[config.mk]
export PLATFORM = sky130hd
export DESIGN_NAME = mem_arbiter_flat
export DESIGN_NICKNAME = d
export VERILOG_FILES = /design/src/rtl/mem_arb_pkg.sv /design/src/rtl/mem_arbiter_if.sv /design/src/rtl/mem_arb_rr_pick.sv /design/src/rtl/mem_arbiter.sv /design/src/flat_wrapper.sv
export SDC_FILE = /design/constraint.sdc
export NUM_CORES = 1
export LEC_CHECK = 0
export ABC_CLOCK_PERIOD_IN_PS = 2400
export BUFFER_PORTS_ARGS = -buffer_cell sky130_fd_sc_hd__buf_4
export CAP_MARGIN = 10
export CORE_UTILIZATION = 40
export DETAILED_ROUTE_END_ITERATION = 6
export PLACE_DENSITY = 0.75
export SLEW_MARGIN = 20
export SYNTH_ARGS = -nofsm -noshare
export SYNTH_HDL_FRONTEND = slang
export SYNTH_SLANG_ARGS = --single-unit
[constraint.sdc]
create_clock -name clk -period 2.4 [get_ports clk]
set_input_delay 0.12 -clock clk [delete_from_list [all_inputs] [get_ports clk]]
set_output_delay 0.12 -clock clk [all_outputs]
set_load 0.005 [all_outputs]
[src/rtl/mem_arb_pkg.sv]
// rtl/mem_arb_pkg.sv - shared types and defaults for the mem_system port arbiter
package mem_arb_pkg;

  typedef enum logic [1:0] {
    IDLE  = 2'd0,
    ISSUE = 2'd1,
    RESP  = 2'd2,
    FAULT = 2'd3
  } state_t;

  typedef enum logic {
    REQ_I = 1'b0,
    REQ_D = 1'b1
  } req_id_t;

  typedef struct packed {
    logic [15:0] addr;
    logic [15:0] data;
    logic        rd;
    logic        wr;
  } mem_req_t;

  localparam int MAX_WAIT_DEF = 64;
  localparam int WAIT_W_DEF   = 7;

endpackage

[src/rtl/mem_arbiter_if.sv]
// rtl/mem_arbiter_if.sv - requester and mem_system signal bundle for mem_arbiter
interface mem_arbiter_if;
  logic [15:0] i_addr;
  logic        i_rd;
  logic [15:0] i_data_out;
  logic        i_done;
  logic        i_stall;

  logic [15:0] d_addr;
  logic [15:0] d_data_in;
  logic        d_rd;
  logic        d_wr;
  logic [15:0] d_data_out;
  logic        d_done;
  logic        d_stall;

  logic [15:0] m_addr;
  logic [15:0] m_data_in;
  logic        m_rd;
  logic        m_wr;
  logic [15:0] m_data_out;
  logic        m_done;
  logic        m_err;

  logic        err;

  modport master (
    input  i_addr, i_rd, d_addr, d_data_in, d_rd, d_wr, m_data_out, m_done, m_err,
    output i_data_out, i_done, i_stall, d_data_out, d_done, d_stall,
    output m_addr, m_data_in, m_rd, m_wr, err
  );

  modport slave (
    output i_addr, i_rd, d_addr, d_data_in, d_rd, d_wr, m_data_out, m_done, m_err,
    input  i_data_out, i_done, i_stall, d_data_out, d_done, d_stall,
    input  m_addr, m_data_in, m_rd, m_wr, err
  );
endinterface

[src/rtl/mem_arb_rr_pick.sv]
// rtl/mem_arb_rr_pick.sv - combinational 2-way picker; MEM_ARB_DPRIO_EN selects strict data priority
module mem_arb_rr_pick
  import mem_arb_pkg::*;
(
  input  logic    i_req,
  input  logic    d_req,
  input  req_id_t last_grant,
  output logic    grant_valid,
  output req_id_t grant_id
);

  always_comb begin
    grant_valid = i_req | d_req;
    grant_id    = REQ_I;
    if (i_req && d_req) begin
`ifdef MEM_ARB_DPRIO_EN
      grant_id = (last_grant == REQ_D) ? REQ_D : REQ_D;
`else
      grant_id = (last_grant == REQ_I) ? REQ_D : REQ_I;
`endif
    end else if (d_req) begin
      grant_id = REQ_D;
    end
  end

endmodule

[src/rtl/mem_arbiter.sv]
// rtl/mem_arbiter.sv - shares one mem_system port between fetch and data requesters, with watchdog
// Arbitration policy chosen in mem_arb_rr_pick (MEM_ARB_DPRIO_EN).
module mem_arbiter
  import mem_arb_pkg::*;
#(
  parameter int MAX_WAIT = MAX_WAIT_DEF,
  parameter int WAIT_W   = WAIT_W_DEF
) (
  input  logic          clk,
  input  logic          rst,
  mem_arbiter_if.master bus
);

  localparam logic [WAIT_W-1:0] WAIT_LAST = WAIT_W'(MAX_WAIT - 1);

  state_t            state_q, state_d;
  req_id_t           last_grant_q, last_grant_d;
  req_id_t           owner_q, owner_d;
  mem_req_t          m_q, m_d;
  logic [WAIT_W-1:0] wait_q, wait_d;
  logic              i_done_q, i_done_d;
  logic              d_done_q, d_done_d;
  logic [15:0]       i_data_q, i_data_d;
  logic [15:0]       d_data_q, d_data_d;
  logic              err_q, err_d;

  logic    i_req, d_req, grant_valid;
  req_id_t grant_id;

  assign i_req = bus.i_rd;
  assign d_req = bus.d_rd | bus.d_wr;

  mem_arb_rr_pick u_pick (
    .i_req       (i_req),
    .d_req       (d_req),
    .last_grant  (last_grant_q),
    .grant_valid (grant_valid),
    .grant_id    (grant_id)
  );

  always_ff @(posedge clk or negedge rst) begin
    if (!rst) begin
      state_q      <= IDLE;
      last_grant_q <= REQ_D;
      owner_q      <= REQ_I;
      m_q          <= '0;
      wait_q       <= '0;
      i_done_q     <= 1'b0;
      d_done_q     <= 1'b0;
      i_data_q     <= '0;
      d_data_q     <= '0;
      err_q        <= 1'b0;
    end else begin
      state_q      <= state_d;
      last_grant_q <= last_grant_d;
      owner_q      <= owner_d;
      m_q          <= m_d;
      wait_q       <= wait_d;
      i_done_q     <= i_done_d;
      d_done_q     <= d_done_d;
      i_data_q     <= i_data_d;
      d_data_q     <= d_data_d;
      err_q        <= err_d;
    end
  end

  always_comb begin
    state_d      = state_q;
    last_grant_d = last_grant_q;
    owner_d      = owner_q;
    m_d          = '0;
    wait_d       = wait_q;
    i_done_d     = 1'b0;
    d_done_d     = 1'b0;
    i_data_d     = '0;
    d_data_d     = '0;
    err_d        = err_q;

    case (state_q)
      IDLE: begin
        if (grant_valid) begin
          owner_d      = grant_id;
          last_grant_d = grant_id;
          wait_d       = '0;
          if (grant_id == REQ_D && bus.d_rd && bus.d_wr) begin
            // Conflicting load+store never reaches mem_system
            state_d  = FAULT;
            err_d    = 1'b1;
            d_done_d = 1'b1;
          end else if (grant_id == REQ_D) begin
            state_d = ISSUE;
            m_d     = '{addr: bus.d_addr, data: bus.d_data_in, rd: bus.d_rd, wr: bus.d_wr};
          end else begin
            state_d = ISSUE;
            m_d     = '{addr: bus.i_addr, data: 16'h0000, rd: 1'b1, wr: 1'b0};
          end
        end
      end

      ISSUE: begin
        m_d = m_q;
        if (bus.m_err || (!bus.m_done && wait_q == WAIT_LAST)) begin
          state_d  = FAULT;
          err_d    = 1'b1;
          m_d      = '0;
          i_done_d = (owner_q == REQ_I);
          d_done_d = (owner_q == REQ_D);
        end else if (bus.m_done) begin
          state_d  = RESP;
          m_d      = '0;
          i_done_d = (owner_q == REQ_I);
          d_done_d = (owner_q == REQ_D);
          if (owner_q == REQ_I) i_data_d = bus.m_data_out;
          else if (!m_q.wr)     d_data_d = bus.m_data_out;
        end else begin
          wait_d = wait_q + 1'b1;
        end
      end

      RESP:    state_d = IDLE;
      FAULT:   state_d = IDLE;
      default: state_d = IDLE;
    endcase
  end

  assign bus.m_addr     = m_q.addr;
  assign bus.m_data_in  = m_q.data;
  assign bus.m_rd       = m_q.rd;
  assign bus.m_wr       = m_q.wr;
  assign bus.i_done     = i_done_q;
  assign bus.d_done     = d_done_q;
  assign bus.i_data_out = i_data_q;
  assign bus.d_data_out = d_data_q;
  assign bus.err        = err_q;
  assign bus.i_stall    = bus.i_rd & ~i_done_q;
  assign bus.d_stall    = (bus.d_rd | bus.d_wr) & ~d_done_q;

endmodule

[src/flat_wrapper.sv]
// flat-port wrapper written by rule: the top's interface ports become plain ports
module mem_arbiter_flat import mem_arb_pkg::*;
#(
  parameter int MAX_WAIT = MAX_WAIT_DEF,
  parameter int WAIT_W   = WAIT_W_DEF
)
  (clk, rst, bus_i_addr, bus_i_rd, bus_d_addr, bus_d_data_in, bus_d_rd, bus_d_wr, bus_m_data_out, bus_m_done, bus_m_err, bus_i_data_out, bus_i_done, bus_i_stall, bus_d_data_out, bus_d_done, bus_d_stall, bus_m_addr, bus_m_data_in, bus_m_rd, bus_m_wr, bus_err);
  mem_arbiter_if bus_i ();
  input  logic clk;
  input  logic rst;
  input wire logic [$bits(bus_i.i_addr)-1:0] bus_i_addr;
  input wire logic [$bits(bus_i.i_rd)-1:0] bus_i_rd;
  input wire logic [$bits(bus_i.d_addr)-1:0] bus_d_addr;
  input wire logic [$bits(bus_i.d_data_in)-1:0] bus_d_data_in;
  input wire logic [$bits(bus_i.d_rd)-1:0] bus_d_rd;
  input wire logic [$bits(bus_i.d_wr)-1:0] bus_d_wr;
  input wire logic [$bits(bus_i.m_data_out)-1:0] bus_m_data_out;
  input wire logic [$bits(bus_i.m_done)-1:0] bus_m_done;
  input wire logic [$bits(bus_i.m_err)-1:0] bus_m_err;
  output wire logic [$bits(bus_i.i_data_out)-1:0] bus_i_data_out;
  output wire logic [$bits(bus_i.i_done)-1:0] bus_i_done;
  output wire logic [$bits(bus_i.i_stall)-1:0] bus_i_stall;
  output wire logic [$bits(bus_i.d_data_out)-1:0] bus_d_data_out;
  output wire logic [$bits(bus_i.d_done)-1:0] bus_d_done;
  output wire logic [$bits(bus_i.d_stall)-1:0] bus_d_stall;
  output wire logic [$bits(bus_i.m_addr)-1:0] bus_m_addr;
  output wire logic [$bits(bus_i.m_data_in)-1:0] bus_m_data_in;
  output wire logic [$bits(bus_i.m_rd)-1:0] bus_m_rd;
  output wire logic [$bits(bus_i.m_wr)-1:0] bus_m_wr;
  output wire logic [$bits(bus_i.err)-1:0] bus_err;
  assign bus_i.i_addr = bus_i_addr;
  assign bus_i.i_rd = bus_i_rd;
  assign bus_i.d_addr = bus_d_addr;
  assign bus_i.d_data_in = bus_d_data_in;
  assign bus_i.d_rd = bus_d_rd;
  assign bus_i.d_wr = bus_d_wr;
  assign bus_i.m_data_out = bus_m_data_out;
  assign bus_i.m_done = bus_m_done;
  assign bus_i.m_err = bus_m_err;
  assign bus_i_data_out = bus_i.i_data_out;
  assign bus_i_done = bus_i.i_done;
  assign bus_i_stall = bus_i.i_stall;
  assign bus_d_data_out = bus_i.d_data_out;
  assign bus_d_done = bus_i.d_done;
  assign bus_d_stall = bus_i.d_stall;
  assign bus_m_addr = bus_i.m_addr;
  assign bus_m_data_in = bus_i.m_data_in;
  assign bus_m_rd = bus_i.m_rd;
  assign bus_m_wr = bus_i.m_wr;
  assign bus_err = bus_i.err;
  mem_arbiter #(.MAX_WAIT(MAX_WAIT), .WAIT_W(WAIT_W)) u_core (.clk(clk), .rst(rst), .bus(bus_i));
endmodule
==> results of run 1 <==
## power by group
| group | switching [mW] | internal (mW) | total [mW] |
|---|---|---|---|
| registers | 0.188 | 1.60 | 1.78 |
| clock network | 0.492 | 0.491 | 0.984 |
| logic | 0.490 | 0.590 | 1.08 |
## routing by layer
layer	global-route usage (%)	vias up	share of wire (%)
met4	7.39	0	1.2
met1	23.0	1231	42
met3	4.38	9	6.2
li1	-	1245	-
met2	33.6	109	51
met5	0	-	0
## worst min-delay path by stage
stage / end / depth (start not counted)
after floorplan: u_core.bus.d_data_out[0] / 0
after global placement: u_core.bus.m_data_in[0] / 1
after detailed placement: u_core.bus.m_data_in[0] / 1
after CTS: u_core.bus.m_addr[14] / 3
after global routing: u_core.bus.m_addr[0] / 3
final: u_core.bus.m_addr[0] / 3
## area by class of cell
type | instances | area (um^2)
Clock buffer | 9 | 124
Multi-Input combinational cell | 162 | 1050
Timing Repair Buffer | 180 | 1430
Inverter | 3 | 11.3
Fill cell | 591 | 2580
Tap cell | 99 | 124
Sequential cell | 80 | 2000
Clock inverter | 7 | 77.6
## what timing repair did
| action | CTS | global route |
|---|---|---|
| hold endpoints to repair | 126 | 0 |
| setup buffers | 0 | 0 |
| hold buffers | 33 | 0 |
## registers in the layout, summed over array words and instances (netlist names)
register               cells
u_core.state_q             2
u_core.wait_q              7
u_core.bus.m_data_in      16
u_core.bus.m_wr            1
u_core.bus.i_data_out     16
u_core.bus.d_done          1
u_core.bus.m_addr         16
u_core.bus.m_rd            1
u_core.bus.err             1
u_core.owner_q             1
u_core.bus.d_data_out     16
u_core.last_grant_q        1
u_core.bus.i_done          1
## per-stage QoR
stage	instances	hold WS (ns)	util, %	power [mW]
after detailed placement	491	0.337	58.0	2.85
final	540	0.0640	65.2	3.85
after CTS	540	0.0529	65.2	3.89
after floorplan	255	-0.176	-	2.28
after global placement	491	0.329	58.0	2.82
after global routing	540	0.0610	65.2	4.09
## cells by family (layout without fill, tap and decap cells)
logic type / count (synthesis) / after routing
AND/OR/NAND/NOR: 87 / 87
buffers and inverters: 13 / 199
AO/OA/AOI/OAI: 57 / 57
adder cells (fa/ha/maj): 1 / 1
multiplexers: 17 / 17
flip-flops: 80 / 80
## worst max-delay path, cell delays in order (launching register included)
cell,delay (ns)
dfrtp_1,0.43
or4b_1,0.69
a31oi_4,0.25
buf_4,0.27
a22o_1,0.19
## layout by cell type (no fill, tap or decap), types with 2 or more instances in the layout
master,netlist,layout
inv_6,0,3
nand2b_1,5,5
inv_1,3,3
nand3_1,5,5
mux2i_1,16,16
dlygate4sd3_1,0,33
o31ai_1,3,3
nor2_1,8,8
a21o_1,5,5
clkbuf_8,0,9
buf_4,0,147
o21ai_0,20,20
dfrtp_1,79,79
a22o_1,19,19
nor2b_1,2,2
nor3_1,5,5
a21oi_1,2,2
and2_1,32,32
o22ai_1,2,2
nand2_1,26,26
==> results.md, run 1 <==
* Synthesized instance count at 255
* CTS tree: built
* Compound-Gate Fraction of Synth Area at 13.2%
* Die width at 90.3 um
* Placed Area at 4300 um^2
* Skew final at 0.0107 ns
* Crit path from: u_core.state_q[1]
* Mapped Area at 3120 um^2
* Die H at 90.3 um
* R2R setup slack at 0.50 ns
* Status: complete, no violations
* Root Buffer: clkbuf_8
* Number of routed nets with antenna violations at 0
* FMAX at 527 MHz
* Endpoint type of the worst setup path: register
* Total congestion overflow at 0
* Final hold violation count at 0
* TNS Setup at 0 ns
* CTS clk-pin slew, worst paths at 0.08 ns
* Via count at 2594
* FFs w/ async S/R, synth at 100%
* Worst min path class: primary input to register
* Post-synth net total at 327
* CP Class: register to register
* Post-synthesis mux area share at 5.50%
* Share of the synthesized area in the top cell type at 63.4%
* Vias in the first global route at 2700
* Area grow syn2layout at 54.8%
* I/O Buffers at 141
* Worst Path Required at 2.68 ns
* Initial core utilization at 42.1%
* Share of layout cells above drive strength 1 at 37.9%
* Reg2reg start: u_core.state_q[1]
* Die footprint at 8150 um^2
* Synth Area in Adders at 0.401%
* Setup slack at placement at 0.538 ns
* I/O pin count at 142
* Largest net degree at the start of global routing at 81
* Antenna Cells at 0
* DR vias/cell at 4.80
* Endpoints failing setup at 0
* Number of core rows at 31
* Reg2reg path depth at 4
* Critical path startpoint category: register
* CTS Buf Count at 9
* R2R Path End: u_core.bus.m_data_in[15]
* Final wirelength at 7320 um
* Commonest cells in the netlist: dfrtp_1, and2_1, nand2_1
* Drt pass-1 iters at 7
* Design Area, Final at 4830 um^2
* DRC at 0
* H-tree Lvls at 3
* LEAKAGE at 2.53 nW
* Top-count cell post-synth: dfrtp_1
* Avg Cell Area, Syn at 12.2 um^2
* Min Clock Period, post-route at 1.90 ns
* EDFF count, synth at 0
* VDD IR max at 0.000359 V
* Max-slew violation count at 0
* Max Cap Viol at 0
* Clock Tree Buf Depth at 2
* Synth area leaders: dfrtp_1, and2_1, a22o_1
* Cell taking the most area after synthesis: dfrtp_1
* Largest family of logic cells by synthesized area: simple AND/OR/NAND/NOR gates
* WL/cell at 13.5 um
* Crit Path Max Fanout at 19
* Antenna violations before repair at 0
* Cell Pwr Density at 797 nW/um^2
* Synth Area in Simple Gates at 14.6%
* Core Region at 7410 um^2
* Post-synth cell types at 32
* YS warnings at 0
* Final #Nets at 508
* GP Congestion at 0.826
* Dominant synthesized flop cell: dfrtp_1
* Yosys reg bits at 80
* Actual slew at the worst max-slew pin at 0.970 ns
* Fin crit share at 79.0%
* Gr usage total at 19.2%
* XOR/XNOR Fraction of Synth Area at 0%
* Post-DP HPWL at 5020 um
* RSZ-0062 raised after global routing: false
* Iter 0 DRT Violations at 108
* Resized Gates After CTS at 0
* Clock sink count at 80
* Worst setup margin at 0.504 ns
* Sequential area share after synthesis at 64.2%
* CP endpoint: u_core.bus.m_data_in[15]
* Worst endpoint data arrival time at 2.17 ns
* First-pass GRT wire length at 12300 um
* Max_slew headroom at 35.3%
* Clock latency at the later pin of the worst-skew pair at 0.34 ns
* Hold Crit Start: bus_d_addr[0]
Power figures use the tool's default switching activity.
==> run 2: changes to the inputs <==
ABC_CLOCK_PERIOD_IN_PS = 1950   (was 2400)
clock period = 1.95 ns   (was 2.4 ns; I/O delays follow)
==> results.md, run 2 (synthesized netlist as in run 1, its figures left out) <==
* FMAX at 556 MHz (+5.4%)
* LEAKAGE at 2.57 nW (+1.2%)
* Crit path from: u_core.state_q[1]
* Setup slack at placement at 0.179 ns (-0.359 ns)
* Status: complete, no violations
* GP Congestion at 0.846 (+2.5%)
* Reg2reg start: u_core.state_q[1]
* Worst Path Required at 2.22 ns (-0.46 ns)
* Total congestion overflow at 0 (unchanged)
* I/O pin count at 142 (unchanged)
* Endpoint type of the worst setup path: register
* CTS tree: built
* Core Region at 7410 um^2 (unchanged)
* Kind of cell adding the most delay to the critical path: simple AND/OR/NAND/NOR gates
* Cell-internal power at 3.45 mW (+29%)
* Cells after DPL at 497 (+1.2%)
* Area grow syn2layout at 56.8%
* Fin crit share at 92.3% (+13 points)
* Switching share of total power at 29.5% (-0.94 points)
* Drt pass-1 iters at 4 (-3)
* TNS Setup at 0 ns (unchanged)
* Cell Count, Final, Fillers Out at 546 (+1.1%)
* Placed Area at 4340 um^2 (+1.0%)
* WL/cell at 14.2 um (+4.7%)
* Crit Path Max Fanout at 16 (-3)
* Number of core rows at 31 (unchanged)
* Die H at 90.3 um (unchanged)
* Skew final at 0.00723 ns (-0.00345 ns)
* Largest net degree at the start of global routing at 47 (-42%)
* Initial core utilization at 42.1% (unchanged)
* Post-DP HPWL at 5290 um (+5.3%)
* Critical path startpoint category: register
* Min Clock Period, post-route at 1.80 ns (-0.0963 ns)
* Worst setup margin at 0.150 ns (-0.354 ns)
* DR vias/cell at 4.84 (+0.77%)
* Share of layout cells above drive strength 1 at 38.5% (+0.61 points)
* Endpoints failing setup at 0 (unchanged)
* Final wirelength at 7750 um (+5.9%)
* VDD IR max at 0.000462 V (+29%)
* Critical Path, Cell by Cell: or4b_1, a31oi_4, buf_4, a22o_1
* Antenna Cells at 0 (unchanged)
* Clock share of power at 27.0% (+1.4 points)
* Via count at 2643 (+1.9%)
* NetSw at 1.44 mW (+23%)
* FILL cells at 600 (+1.5%)
* Most frequent cells in the layout: buf_4, dfrtp_1, dlygate4sd3_1
* CTS clk-pin slew, worst paths at 0.08 ns (about the same)
* Final #Nets at 514 (+1.2%)
* DRC at 0 (unchanged)
* Die footprint at 8150 um^2 (unchanged)
* Worst endpoint data arrival time at 2.07 ns (-0.10 ns)
* Post-CTS setup buffer count at 0 (unchanged)
* Die width at 90.3 um (unchanged)
* Hold Crit Start: bus_i_addr[10]
* Number of routed nets with antenna violations at 0 (unchanged)
* CP Class: register to register
* Worst path slowest cell: or4b_1
* Slowest stage delay, CP at 0.60 ns (-0.09 ns)
* I/O Buffers at 141 (unchanged)
* Clock Tree Buf Depth at 2 (unchanged)
* Clock sink count at 80 (unchanged)
* Worst min path class: primary input to register
* Resized Gates After CTS at 0 (unchanged)
* Actual slew at the worst max-slew pin at 0.578 ns (-0.392 ns)
* CTS Buf Count at 9 (unchanged)
* Cell Pwr Density at 999 nW/um^2 (+25%)
* Design Area, Final at 4890 um^2 (+1.3%)
* Root Buffer: clkbuf_8
* Max-slew violation count at 0 (unchanged)
* Max Cap Viol at 0 (unchanged)
* Gr usage total at 20.1% (+0.91 points)
* Seq pwr share at 44.9% (-1.5 points)
* Clock latency at the later pin of the worst-skew pair at 0.34 ns (about the same)
* Commonest non-fill, non-tap cell in the layout: buf_4
* H-tree Lvls at 3 (unchanged)
* Vias in the first global route at 2716 (+0.59%)
* RSZ-0062 raised after global routing: false
* Iter 0 DRT Violations at 58 (-46%)
* First-pass GRT wire length at 12900 um (+4.7%)
* Total power at 4.88 mW (+27%)
* Final hold violation count at 0 (unchanged)
* Gate power share at 28.1% (about the same)
* Antenna violations before repair at 0 (unchanged)
* Max_slew headroom at 61.5% (+26 points)
* CP Buf/Inv Count at 1 (unchanged)
## run 2: final timing paths
path                                       endpoint  slack, ns  depth (start not counted)
max                        u_core.bus.m_data_in[10]       0.15                          4
min                           u_core.bus.m_addr[10]       0.04                          3
max reg2reg                u_core.bus.m_data_in[10]       0.15                          4
min reg2reg                          u_core.bus.err       0.48                          1
max in group asynchronous     u_core.bus.m_addr[15]       1.00                          3
min in group asynchronous   u_core.bus.m_data_in[0]       0.30                          2
## run 2: metal layers
metal	part of all wire, %	wire (um)	up-vias	GRT usage [%]
met3	6.1	473	6	4.97
met4	0.49	38	0	7.12
met5	0	0	-	0
li1	-	-	1254	-
met1	44	3410	1283	25.4
met2	49	3820	100	33.8
## run 2: tightest hold or removal path, delay by kind of cell
family                 cells  cell delay (ns)
muxes                      1             0.05
buffers and inverters      1             0.07
AOI/OAI and AO/OA          1             0.13
## run 2: metrics by stage
stage	hold slack [ns]	utilization, %
floorplan	-0.198	-
global placement	0.126	58.6
detailed placement	0.136	58.6
CTS	0.0314	66.0
global route	0.0567	66.0
finish	0.0434	66.0
## run 2: repair_timing
item | 4_1_cts | 5_1_grt
hold endpoints to repair | 91 | 0
endpoints found under the setup margin | 0 | 0
hold buffers | 33 | 0
## run 2: area by class of cell
type / instances / area [um^2] / share of cell area, %
sequential: 80 / 2000 / 41.0
timing repair buffer: 186 / 1480 / 30.2
multi-input combinational: 162 / 1050 / 21.5
clock buffer: 10 / 128 / 2.61
tap: 99 / 124 / 2.53
clock inverter: 6 / 92.6 / 1.89
inverter: 3 / 11.3 / 0.230
## run 2: power by group through the flow
stage / Clock, mW / Combinational (mW) / Sequential, mW
after global placement: 0 / 1.30 / 2.21
after detailed placement: 0 / 1.32 / 2.22
after CTS: 1.35 / 1.38 / 2.19
after global routing: 1.43 / 1.52 / 2.24
final: 1.32 / 1.37 / 2.20
after floorplan: 0 / 0.604 / 2.21
